===== config.mk =====
export PLATFORM = sky130hd
export DESIGN_NAME = alu_seq_control_flat
export DESIGN_NICKNAME = d
export VERILOG_FILES = /design/src/rtl/alu_seq_control_if.sv /design/src/rtl/alu_seq_control.sv /design/src/flat_wrapper.sv
export SDC_FILE = /design/constraint.sdc
export NUM_CORES = 1
export LEC_CHECK = 0
export ABC_AREA = 1
export BUFFER_PORTS_ARGS = -buffer_cell sky130_fd_sc_hd__buf_2
export CORE_UTILIZATION = 40
export DETAILED_ROUTE_END_ITERATION = 7
export PLACE_DENSITY_LB_ADDON = 0.2
export SLEW_MARGIN = 25
export SYNTH_ARGS = -nofsm -noshare
export SYNTH_HDL_FRONTEND = slang
export SYNTH_SLANG_ARGS = --single-unit

===== constraint.sdc =====
create_clock -name Clock -period 3.3 [get_ports Clock]
set_input_delay 0.33 -clock Clock [delete_from_list [all_inputs] [get_ports Clock]]
set_output_delay 0.33 -clock Clock [all_outputs]
set_load 0.1 [all_outputs]

===== src/rtl/alu_seq_control_if.sv =====
// ---------------------------------------------------------------------------
// alu_seq_control_if
//
// Purpose: bundles every signal exchanged between the hardwired control
// sequencer and the phase-1 single-bus datapath.
//
// Signals:
//   IR          32      datapath IR contents (opcode/Ra/Rb/Rc fields)
//   MemReady    1       memory read data valid on Mdatain
//   Stop        1       request to halt at the next instruction boundary
//   PCout, PCin, IncrementPC, MARin, Read, MDRin, MDRout, IRin, Yin, Zin,
//   ZLOout, ZHIout, HIin, LOin   1 each   datapath strobes
//   Rin, Rout   NREGS   one-hot register load / bus-drive selects
//   ALUControl  5       ALU op select
//   Run         1       high while sequencing, low in HALT
//   Illegal     1       one-cycle pulse on an undefined opcode
//
// Modports:
//   master  the sequencer (drives strobes, receives IR/MemReady/Stop)
//   slave   the datapath side
// ---------------------------------------------------------------------------
interface alu_seq_control_if #(
    parameter int NREGS = 16
);
    logic [31:0]      IR;
    logic             MemReady;
    logic             Stop;

    logic             PCout;
    logic             PCin;
    logic             IncrementPC;
    logic             MARin;
    logic             Read;
    logic             MDRin;
    logic             MDRout;
    logic             IRin;
    logic             Yin;
    logic             Zin;
    logic             ZLOout;
    logic             ZHIout;
    logic             HIin;
    logic             LOin;
    logic [NREGS-1:0] Rin;
    logic [NREGS-1:0] Rout;
    logic [4:0]       ALUControl;
    logic             Run;
    logic             Illegal;

    modport master (
        input  IR, MemReady, Stop,
        output PCout, PCin, IncrementPC, MARin, Read, MDRin, MDRout, IRin,
               Yin, Zin, ZLOout, ZHIout, HIin, LOin, Rin, Rout, ALUControl,
               Run, Illegal
    );

    modport slave (
        output IR, MemReady, Stop,
        input  PCout, PCin, IncrementPC, MARin, Read, MDRin, MDRout, IRin,
               Yin, Zin, ZLOout, ZHIout, HIin, LOin, Rin, Rout, ALUControl,
               Run, Illegal
    );
endinterface


===== src/rtl/alu_seq_control.sv =====
// ---------------------------------------------------------------------------
// alu_seq_control
//
// Purpose: hardwired control sequencer for the phase-1 single-bus datapath.
// Runs fetch (T0-T2) and execute (T3-T6) of three-register ALU instructions
// straight from the IR contents and is the datapath's only control source.
//
// Ports:
//   Clock     in   rising-edge clock
//   Reset_n   in   asynchronous active-low reset
//   bus       alu_seq_control_if.master: IR/MemReady/Stop in, all strobes,
//             Rin/Rout selects, ALUControl, Run and Illegal out
//
// Parameters:
//   NREGS     number of general registers (width of Rin/Rout)
//
// Configuration macro:
//   ALU_SEQ_MULDIV_EN  when defined, MUL (15) and DIV (16) are decoded and
//                      the T6 step with LOin/HIin/ZHIout exists; otherwise
//                      those opcodes are illegal and the three strobes are 0.
// ---------------------------------------------------------------------------
module alu_seq_control #(
    parameter int NREGS = 16
) (
    input  logic              Clock,
    input  logic              Reset_n,
    alu_seq_control_if.master bus
);

    localparam logic [2:0] S_T0   = 3'd0;
    localparam logic [2:0] S_T1   = 3'd1;
    localparam logic [2:0] S_T2   = 3'd2;
    localparam logic [2:0] S_T3   = 3'd3;
    localparam logic [2:0] S_T4   = 3'd4;
    localparam logic [2:0] S_T5   = 3'd5;
    localparam logic [2:0] S_HALT = 3'd6;
`ifdef ALU_SEQ_MULDIV_EN
    localparam logic [2:0] S_T6   = 3'd7;
`endif

    localparam logic [4:0] OP_ADD  = 5'd3;
    localparam logic [4:0] OP_SUB  = 5'd4;
    localparam logic [4:0] OP_AND  = 5'd5;
    localparam logic [4:0] OP_OR   = 5'd6;
`ifdef ALU_SEQ_MULDIV_EN
    localparam logic [4:0] OP_MUL  = 5'd15;
    localparam logic [4:0] OP_DIV  = 5'd16;
`endif
    localparam logic [4:0] OP_NOP  = 5'd26;
    localparam logic [4:0] OP_HALT = 5'd27;

    logic [2:0] r_state;
    logic [2:0] w_nextState;
    logic [2:0] w_doneState;
    logic [4:0] w_opcode;
    logic [3:0] w_ra;
    logic [3:0] w_rb;
    logic [3:0] w_rc;
    logic [4:0] w_aluCode;
    logic       w_isAlu;
`ifdef ALU_SEQ_MULDIV_EN
    logic       w_isMulDiv;
`endif
    logic       w_unusedIrBits;

    assign w_opcode = bus.IR[31:27];
    assign w_ra     = bus.IR[26:23];
    assign w_rb     = bus.IR[22:19];
    assign w_rc     = bus.IR[18:15];

    // The low IR bits carry no meaning for three-register ALU instructions.
    assign w_unusedIrBits = &{1'b0, bus.IR[14:0]};

    // An index beyond the register file shifts the 1 above the kept bits,
    // so the select comes out all-zero instead of aliasing a real register.
    function automatic logic [NREGS-1:0] oneHot(input logic [3:0] idx);
        logic [NREGS+15:0] w_wide;
        w_wide = {{(NREGS + 15){1'b0}}, 1'b1} << idx;
        return w_wide[NREGS-1:0];
    endfunction

    // Opcode to ALU op select; a zero code marks "not an ALU instruction".
    always_comb begin
        w_aluCode = 5'b00000;
`ifdef ALU_SEQ_MULDIV_EN
        w_isMulDiv = 1'b0;
`endif
        case (w_opcode)
            OP_AND: w_aluCode = 5'b00001;
            OP_ADD: w_aluCode = 5'b00010;
            OP_SUB: w_aluCode = 5'b00011;
            OP_OR:  w_aluCode = 5'b00100;
`ifdef ALU_SEQ_MULDIV_EN
            OP_MUL: begin
                w_aluCode  = 5'b01000;
                w_isMulDiv = 1'b1;
            end
            OP_DIV: begin
                w_aluCode  = 5'b01001;
                w_isMulDiv = 1'b1;
            end
`endif
            default: w_aluCode = 5'b00000;
        endcase
    end

    assign w_isAlu = (w_aluCode != 5'b00000);

    // Where an instruction goes once it is complete: Stop is only honoured
    // at these boundaries.
    assign w_doneState = bus.Stop ? S_HALT : S_T0;

    always_comb begin
        w_nextState = r_state;
        case (r_state)
            S_T0: w_nextState = S_T1;
            S_T1: w_nextState = bus.MemReady ? S_T2 : S_T1;
            S_T2: w_nextState = S_T3;
            S_T3: begin
                if (w_isAlu)
                    w_nextState = S_T4;
                else if (w_opcode == OP_HALT)
                    w_nextState = S_HALT;
                else
                    w_nextState = w_doneState;
            end
            S_T4: w_nextState = S_T5;
`ifdef ALU_SEQ_MULDIV_EN
            S_T5: w_nextState = w_isMulDiv ? S_T6 : w_doneState;
            S_T6: w_nextState = w_doneState;
`else
            S_T5: w_nextState = w_doneState;
`endif
            S_HALT: w_nextState = S_HALT;
            default: w_nextState = S_T0;
        endcase
    end

    always_ff @(posedge Clock or negedge Reset_n) begin
        if (!Reset_n)
            r_state <= S_T0;
        else
            r_state <= w_nextState;
    end

    // Moore strobe decode. Everything is gated by Reset_n so that asserting
    // reset clears the strobes immediately, without waiting for an edge.
    always_comb begin
        bus.PCout       = 1'b0;
        bus.PCin        = 1'b0;
        bus.IncrementPC = 1'b0;
        bus.MARin       = 1'b0;
        bus.Read        = 1'b0;
        bus.MDRin       = 1'b0;
        bus.MDRout      = 1'b0;
        bus.IRin        = 1'b0;
        bus.Yin         = 1'b0;
        bus.Zin         = 1'b0;
        bus.ZLOout      = 1'b0;
        bus.ZHIout      = 1'b0;
        bus.HIin        = 1'b0;
        bus.LOin        = 1'b0;
        bus.Rin         = '0;
        bus.Rout        = '0;
        bus.ALUControl  = 5'b00000;
        bus.Run         = 1'b0;
        bus.Illegal     = 1'b0;
        if (Reset_n) begin
            bus.Run = (r_state != S_HALT);
            case (r_state)
                S_T0: begin
                    bus.PCout       = 1'b1;
                    bus.MARin       = 1'b1;
                    bus.IncrementPC = 1'b1;
                    bus.Zin         = 1'b1;
                end
                S_T1: begin
                    bus.ZLOout = 1'b1;
                    bus.PCin   = 1'b1;
                    bus.Read   = 1'b1;
                    bus.MDRin  = 1'b1;
                end
                S_T2: begin
                    bus.MDRout = 1'b1;
                    bus.IRin   = 1'b1;
                end
                S_T3: begin
                    if (w_isAlu) begin
                        bus.Rout = oneHot(w_rb);
                        bus.Yin  = 1'b1;
                    end else if (w_opcode != OP_NOP && w_opcode != OP_HALT) begin
                        bus.Illegal = 1'b1;
                    end
                end
                S_T4: begin
                    bus.Rout       = oneHot(w_rc);
                    bus.Zin        = 1'b1;
                    bus.ALUControl = w_aluCode;
                end
                S_T5: begin
                    bus.ZLOout = 1'b1;
`ifdef ALU_SEQ_MULDIV_EN
                    if (w_isMulDiv)
                        bus.LOin = 1'b1;
                    else
                        bus.Rin = oneHot(w_ra);
`else
                    bus.Rin = oneHot(w_ra);
`endif
                end
`ifdef ALU_SEQ_MULDIV_EN
                S_T6: begin
                    bus.ZHIout = 1'b1;
                    bus.HIin   = 1'b1;
                end
`endif
                default: begin
                    bus.Run = (r_state != S_HALT);
                end
            endcase
        end
    end

endmodule


===== src/flat_wrapper.sv =====
// flat-port wrapper written by rule: the top's interface ports become plain ports
module alu_seq_control_flat 
#(
    parameter int NREGS = 16
)
  (Clock, Reset_n, bus_IR, bus_MemReady, bus_Stop, bus_PCout, bus_PCin, bus_IncrementPC, bus_MARin, bus_Read, bus_MDRin, bus_MDRout, bus_IRin, bus_Yin, bus_Zin, bus_ZLOout, bus_ZHIout, bus_HIin, bus_LOin, bus_Rin, bus_Rout, bus_ALUControl, bus_Run, bus_Illegal);
  alu_seq_control_if #(.NREGS(NREGS)) bus_i ();
  input  logic Clock;
  input  logic Reset_n;
  input wire logic [$bits(bus_i.IR)-1:0] bus_IR;
  input wire logic [$bits(bus_i.MemReady)-1:0] bus_MemReady;
  input wire logic [$bits(bus_i.Stop)-1:0] bus_Stop;
  output wire logic [$bits(bus_i.PCout)-1:0] bus_PCout;
  output wire logic [$bits(bus_i.PCin)-1:0] bus_PCin;
  output wire logic [$bits(bus_i.IncrementPC)-1:0] bus_IncrementPC;
  output wire logic [$bits(bus_i.MARin)-1:0] bus_MARin;
  output wire logic [$bits(bus_i.Read)-1:0] bus_Read;
  output wire logic [$bits(bus_i.MDRin)-1:0] bus_MDRin;
  output wire logic [$bits(bus_i.MDRout)-1:0] bus_MDRout;
  output wire logic [$bits(bus_i.IRin)-1:0] bus_IRin;
  output wire logic [$bits(bus_i.Yin)-1:0] bus_Yin;
  output wire logic [$bits(bus_i.Zin)-1:0] bus_Zin;
  output wire logic [$bits(bus_i.ZLOout)-1:0] bus_ZLOout;
  output wire logic [$bits(bus_i.ZHIout)-1:0] bus_ZHIout;
  output wire logic [$bits(bus_i.HIin)-1:0] bus_HIin;
  output wire logic [$bits(bus_i.LOin)-1:0] bus_LOin;
  output wire logic [$bits(bus_i.Rin)-1:0] bus_Rin;
  output wire logic [$bits(bus_i.Rout)-1:0] bus_Rout;
  output wire logic [$bits(bus_i.ALUControl)-1:0] bus_ALUControl;
  output wire logic [$bits(bus_i.Run)-1:0] bus_Run;
  output wire logic [$bits(bus_i.Illegal)-1:0] bus_Illegal;
  assign bus_i.IR = bus_IR;
  assign bus_i.MemReady = bus_MemReady;
  assign bus_i.Stop = bus_Stop;
  assign bus_PCout = bus_i.PCout;
  assign bus_PCin = bus_i.PCin;
  assign bus_IncrementPC = bus_i.IncrementPC;
  assign bus_MARin = bus_i.MARin;
  assign bus_Read = bus_i.Read;
  assign bus_MDRin = bus_i.MDRin;
  assign bus_MDRout = bus_i.MDRout;
  assign bus_IRin = bus_i.IRin;
  assign bus_Yin = bus_i.Yin;
  assign bus_Zin = bus_i.Zin;
  assign bus_ZLOout = bus_i.ZLOout;
  assign bus_ZHIout = bus_i.ZHIout;
  assign bus_HIin = bus_i.HIin;
  assign bus_LOin = bus_i.LOin;
  assign bus_Rin = bus_i.Rin;
  assign bus_Rout = bus_i.Rout;
  assign bus_ALUControl = bus_i.ALUControl;
  assign bus_Run = bus_i.Run;
  assign bus_Illegal = bus_i.Illegal;
  alu_seq_control #(.NREGS(NREGS)) u_core (.Clock(Clock), .Reset_n(Reset_n), .bus(bus_i));
endmodule

==> impl_metrics.toml, run 1 <==
[critical_path]
worstSetupEndpointType = "output port"
crit_type = "input pin to output port"
worstSetupStartpointType = "input pin"
crit_cells = 7
startpoint = "Reset_n"
r2r-end = "u_core.r_state[1]"
critPathArrivalTime_ns = 2.42
worst-path-max-fanout = 14
critical_path_required_ns = 2.97
cp_slowest_stage_delay_ns = 0.52
critical_path.top_delay_family = "buffers and inverters"
cp-endpoint = "bus_Rin[13]"
crit_chain = "dlygate4sd3_1, buf_2, inv_1, nor2_2, nand3_1, nor2_2, buf_2"
regToRegSetupSlack_ns = 1.85
crit_buf_inv = 4
r2r_start = "u_core.r_state[2]"
slowest_stage = "dlygate4sd3_1"
rr_worst_depth = 4

[cells_and_area]
top_register = "u_core.r_state"
layout.cells.non_filler = 296
final_core_util = 0.607
num_antenna_cells = 0
area.growth.synth_to_final_pct = 37.7
largest_reg_flops = 3
drive_above_1_share = 0.369
largestRegisters = "u_core.r_state: 3 flops"
stdcell_area_mm2 = 0.00139
final_nets = 305

[routing]
vias_per_cell = 4.84
dr_total_vias = 1433
dr.pass1.iters = 4
drt_iter0_drc = 24
drcViolationCount = 0
ant_nets = 0
wl_per_cell_um = 9.72
routed_wl_mm = 2.88

[clocking]
path_clk_slew_ns = 0.03
h-tree-depth = 1
cts.sinks = 3
max-clock-path-buffers = 2
numCtsBuffers = 3
post_cts_resized = 0
cts_root_buf = "clkbuf_4"
clk_latency_ns = 0.24
cts_tree = "built"

[timing]
slew-limit-headroom = 0.596
setup_viol = 0
worst_pin_slew_ns = 0.604
post-route-min-period_ns = 2.75
timing.hold.ws_ns = 0.430
skew_ns = 0.00550
finalSetupTns_ns = 0
maxSlewViolCount = 0
post-route-period-util = 0.834
fin_ws_ns = 0.547
rsz0062_at_grt = "false"
fmax_mhz = 363
finalHoldViolCount = 0

[placement]
gp_congestion = 0.824
dpl-instance-area_mm2 = 0.00136
post-dp-hpwl_mm = 2.42
dpl_worst_slack_ns = 1.02
dpl.cell_count = 291
portBuffers = 68

[die]
die_area_mm2 = 0.00274
rows = 17
start_util = 0.441
ios = 89
die_w_um = 52.3
die_h_um = 52.3
core_area_mm2 = 0.00230

[synth]
yosys.area_share.simple = 0.590
synthCells = 206
synth-compound-area-share = 0.109
synthAdderAreaFrac = 0
synth.distinct_cells = 20
synthMuxAreaShare = 0
synth-xor-area-share = 0
postSynthAreaPerCell_um2 = 4.91
synth_top_family_by_area = "simple AND/OR/NAND/NOR gates"
ys_seq_elements = 3
yosys_warnings = 0
synth_area_mm2 = 0.00101
ys_seq_area_frac = 0.0742

[hold_path]
hp-start = "bus_Stop"
hold_path_class = "input pin to flop"

[global_routing]
grt_pass1_vias = 1156
grt_max_degree = 20
grt_first_pass_wirelength_mm = 4.67
grt_use_total = 0.219
gr-total-overflow = 0
antenna_found_initial = 0

[job]
max_cap_viol_count = 0

[power_and_ir_drop]
power_leakage_nw = 0.747
powerDensity_mw_per_mm2 = 533
report.power.total_mw = 0.743
max-vdd-ir-drop_mv = 0.556

[status]
status = "completed"
## where the power goes
| part | switching, mW | leakage (nW) | internal (mW) |
|---|---|---|---|
| sequential | 0.0232 | 0.0369 | 0.0540 |
| clock | 0.0213 | 0.0150 | 0.0454 |
| combinational | 0.510 | 0.695 | 0.0892 |
## worst reg2reg max path: stages (launching register included)
cell and delay (ns):
dfrtp_1 0.47, nor3_4 0.58, o21a_1 0.22, nand2_1 0.06, nand2_1 0.06
## worst min path at each step
stage / endpoint / slack [ns] / depth (start not counted)
6_report: u_core.r_state[2] / 0.43 / 4
5_1_grt: u_core.r_state[0] / 0.44 / 4
4_1_cts: u_core.r_state[0] / 0.43 / 4
3_5_place_dp: u_core.r_state[2] / 0.16 / 1
3_3_place_gp: u_core.r_state[0] / 0.16 / 1
2_1_floorplan: u_core.r_state[0] / 0.03 / 0
## what timing repair did
action	in CTS	in global routing
buffers inserted	0	0
hold buffers	1	0
endpoints found under the hold margin	3	0
## cells by family after synthesis
kind of cell | after synthesis
other | 1
AND/OR/NAND/NOR | 137
buffers and inverters | 44
flip-flops | 3
AO/OA/AOI/OAI | 21
## metal layers
metal  share of wire  global-route usage
met4          0.0059              0.0439
met3           0.053              0.0319
met2            0.50               0.397
met5               0                   0
met1            0.44               0.268
## cell type report
| cell class | count | area, µm² |
|---|---|---|
| Fill cell | 249 | 903 |
| Multi-Input combinational cell | 163 | 798 |
| Timing Repair Buffer | 69 | 350 |
| Inverter | 29 | 109 |
| Sequential cell | 3 | 75.1 |
| Tap cell | 28 | 35.0 |
| Clock buffer | 4 | 26.3 |
## layout by cell type (no fill, tap or decap)
cell / n
o21a_1: 1
nand4_1: 1
nor3_4: 1
nor2_2: 19
clkbuf_4: 3
nor3_1: 10
dfrtp_1: 3
nor3b_1: 1
dlygate4sd3_1: 1
inv_2: 1
o21ai_0: 1
nor2_1: 34
inv_1: 28
nand2_2: 1
buf_2: 68
clkbuf_1: 1
nor3_2: 2
conb_1: 5
a21oi_1: 14
o21bai_1: 1
nand3_1: 37
nand2_1: 31
a21oi_2: 4
## Yosys cell counts
cell type,count,area [µm²]
nor2_1,53,199
nand3_1,37,185
nand2_1,31,116
inv_1,28,105
a21oi_1,18,90.1
nor3_1,12,60.1
buf_4,10,75.1
buf_6,3,33.8
dfrtp_1,3,75.1
buf_2,1,5.00
clkbuf_1,1,3.75
conb_1,1,3.75
inv_2,1,3.75
nand2_2,1,6.26
nand4_1,1,6.26
nor3_4,1,16.3
nor3b_1,1,7.51
o21a_1,1,7.51
o21ai_0,1,5.00
o21bai_1,1,7.51
Note: power is estimated with default switching activity, not from simulation.
==> run 2, diff against run 1 <==
--- a/config.mk
+++ b/config.mk
@@ -5,9 +5,9 @@
 export SDC_FILE = /design/constraint.sdc
 export NUM_CORES = 1
 export LEC_CHECK = 0
-export ABC_AREA = 1
+export ABC_AREA = 0
 export BUFFER_PORTS_ARGS = -buffer_cell sky130_fd_sc_hd__buf_2
-export CORE_UTILIZATION = 40
+export CORE_UTILIZATION = 30
 export DETAILED_ROUTE_END_ITERATION = 7
 export PLACE_DENSITY_LB_ADDON = 0.2
 export SLEW_MARGIN = 25
==> constraint.sdc (replaced) <==
create_clock -name Clock -period 2.3 [get_ports Clock]
set_input_delay 0.23 -clock Clock [delete_from_list [all_inputs] [get_ports Clock]]
set_output_delay 0.23 -clock Clock [all_outputs]
set_load 0.1 [all_outputs]
==> run 2 against run 1 <==
Global-route usage increased by 1.5 points. Non-clock buffer count increased by 3. Sequential share of layout area decreased by 1.3 points. Worst setup slack got worse by 0.45 ns. Largest cell class is now buffers. Highest routed layer unchanged.
==> impl_metrics.toml, run 2 <==
[status]
status = "completed"

[synth]
postSynthAreaPerCell_um2 = 6.11
synth.distinct_cells = 35
synth_area_um2 = 782
synth_async_sr_flop_share = 1.00
ys_seq_elements = 3
synth_top_area_share = 0.101
ys_top_cells_by_area = "nor2_1, buf_4, dfrtp_1, o22ai_1, nand2_1"
synth_top_area_cell = "nor2_1"
synth_edf_count = 0
synth_ff_type = "dfrtp_1"
synth.most_common_cell = "nor2_1"
synthCells = 128
synth_common_cells = "nor2_1, nand2_1, o22ai_1, nor3_1, buf_4"
yosys_warnings = 0
ys_seq_area_frac = 0.0960

[job]
max_cap_viol_count = 0

[global_routing]
grt_max_degree = 13
grt_use_total = 0.233
grt_first_pass_wirelength_mm = 4.98
grt_pass1_vias = 1169
antenna_found_initial = 0
gr-total-overflow = 0

[timing]
finalHoldViolCount = 0
post-route-period-util = 0.958
skew_ns = 0.00262
fmax_mhz = 454
setup_viol = 0
rsz0062_at_grt = "false"
fin_ws_ns = 0.0972
maxSlewViolCount = 0
finalSetupTns_ns = 0
timing.hold.ws_ns = 0.312
post-route-min-period_ns = 2.20

[critical_path]
critPathArrivalTime_ns = 1.97
crit_type = "flop to output port"
r2r_start = "u_core.r_state[2]"
regToRegSetupSlack_ns = 1.07
startpoint = "u_core.r_state[2]"
worstSetupStartpointType = "flop"
worst-path-max-fanout = 8
critical_path_required_ns = 2.07
worstSetupEndpointType = "output port"

[routing]
dr.pass1.iters = 5
vias_per_cell = 5.38
routed_wl_mm = 3.17
drt_iter0_drc = 37
drcViolationCount = 0
wl_per_cell_um = 14.1
dr_total_vias = 1211
ant_nets = 0

[placement]
portBuffers = 68
post-dp-hpwl_mm = 2.69
dpl_worst_slack_ns = 0.211
dpl-instance-area_mm2 = 0.00179
dpl.cell_count = 220
gp_congestion = 0.823

[clocking]
numCtsBuffers = 3
clk_latency_ns = 0.23
h-tree-depth = 1
post_cts_buffers = 0
cts.sinks = 3
cts_root_buf = "clkbuf_4"
max-clock-path-buffers = 2
path_clk_slew_ns = 0.04
cts_tree = "built"

[power_and_ir_drop]
max-vdd-ir-drop_mv = 1.07
report.power.total_mw = 1.15
swShare = 0.701
power.internal_mw = 0.345
power_leakage_nw = 0.730
powerDensity_mw_per_mm2 = 626
p_comb_frac = 0.820
p_sw_mw = 0.806
clockPowerShare = 0.083
p_seq_frac = 0.097

[cells_and_area]
mostFrequentLayoutCell = "buf_2"
num_antenna_cells = 0
layout.cells.non_filler = 225
area.growth.synth_to_final_pct = 135
final_nets = 232
largestRegisters = "u_core.r_state: 3 flops"
stdcell_area_mm2 = 0.00184
top_register = "u_core.r_state"
final_core_util = 0.742
layout_common_cells = "buf_2, buf_12, nand2_1"
num-fill-cells = 192
drive_above_1_share = 0.585
largest_reg_flops = 3

[hold_path]
hp-start = "bus_Stop"
hold_path_class = "input pin to flop"

[die]
core_area_mm2 = 0.00248
rows = 18
die_h_um = 53.1
die_w_um = 53.1
die_area_mm2 = 0.00281
start_util = 0.316
ios = 89
## run 2: cell types whose count changed in the layout (fill, tap and decap cells not counted), moves of 7 or more
cell,change
nand3_1,-33
buf_12,+31
buf_2,-31
nor2_1,-23
inv_1,-21
nand2_1,-16
a21oi_1,-14
nor2_2,-9
o22ai_2,+8
nor3_1,-7
## run 2: cell families after synthesis
group | share of synthesized area
AND/OR/NAND/NOR | 0.514
AO/OA/AOI/OAI | 0.226
buffers and inverters | 0.147
flip-flops | 0.0960
multiplexers | 0.0128
other | 0.00480
## run 2: power groups by stage
| stage | Sequential (mW) | Combinational (mW) | Clock (mW) |
|---|---|---|---|
| 6_report | 0.112 | 0.943 | 0.0954 |
| 5_1_grt | 0.117 | 0.980 | 0.0993 |
| 4_1_cts | 0.110 | 0.927 | 0.0985 |
| 3_5_place_dp | 0.111 | 0.921 | 0 |
| 3_3_place_gp | 0.109 | 0.898 | 0 |
| 2_1_floorplan | 0.0951 | 0.829 | 0 |
## run 2: worst max-delay path, cell delays in order, from the launching register on
cell and delay (ns):
dfrtp_1 0.49, nand4b_1 0.32, nand2_1 0.19, nand3b_1 0.21
o22ai_1 0.30, buf_12 0.22
## run 2: timing repair
action	CTS	global route
gates resized for setup	0	3
hold buffers	1	0
endpoints found under the setup margin	0	11
hold endpoints to repair	3	0
## run 2: path summary, 6_finish.rpt
path | endpoint | cells past startpoint
setup / recovery | bus_Rout[2] | 5
hold / removal | u_core.r_state[2] | 3
setup reg to reg | u_core.r_state[1] | 3
hold reg to reg | u_core.r_state[0] | 2
max in group asynchronous | u_core.r_state[2] | 2
min in group asynchronous | u_core.r_state[1] | 2
## run 2: area by class of cell
cell class | instances | area [µm²] | area share
inverters | 7 | 26.3 | 0.0143
clock buffers | 4 | 26.3 | 0.0143
multi-input cells | 109 | 836 | 0.454
flip-flops and latches | 3 | 75.1 | 0.0408
repair buffers | 72 | 838 | 0.456
well taps | 30 | 37.5 | 0.0204
## run 2: per-layer routing
metal,vias up,global-route usage,share of wire,routed length (µm)
li1,586,-,-,-
met1,555,0.255,0.36,1150
met2,66,0.447,0.55,1750
met3,4,0.0287,0.072,228
met4,0,0.0877,0.014,44
met5,-,0,0,0
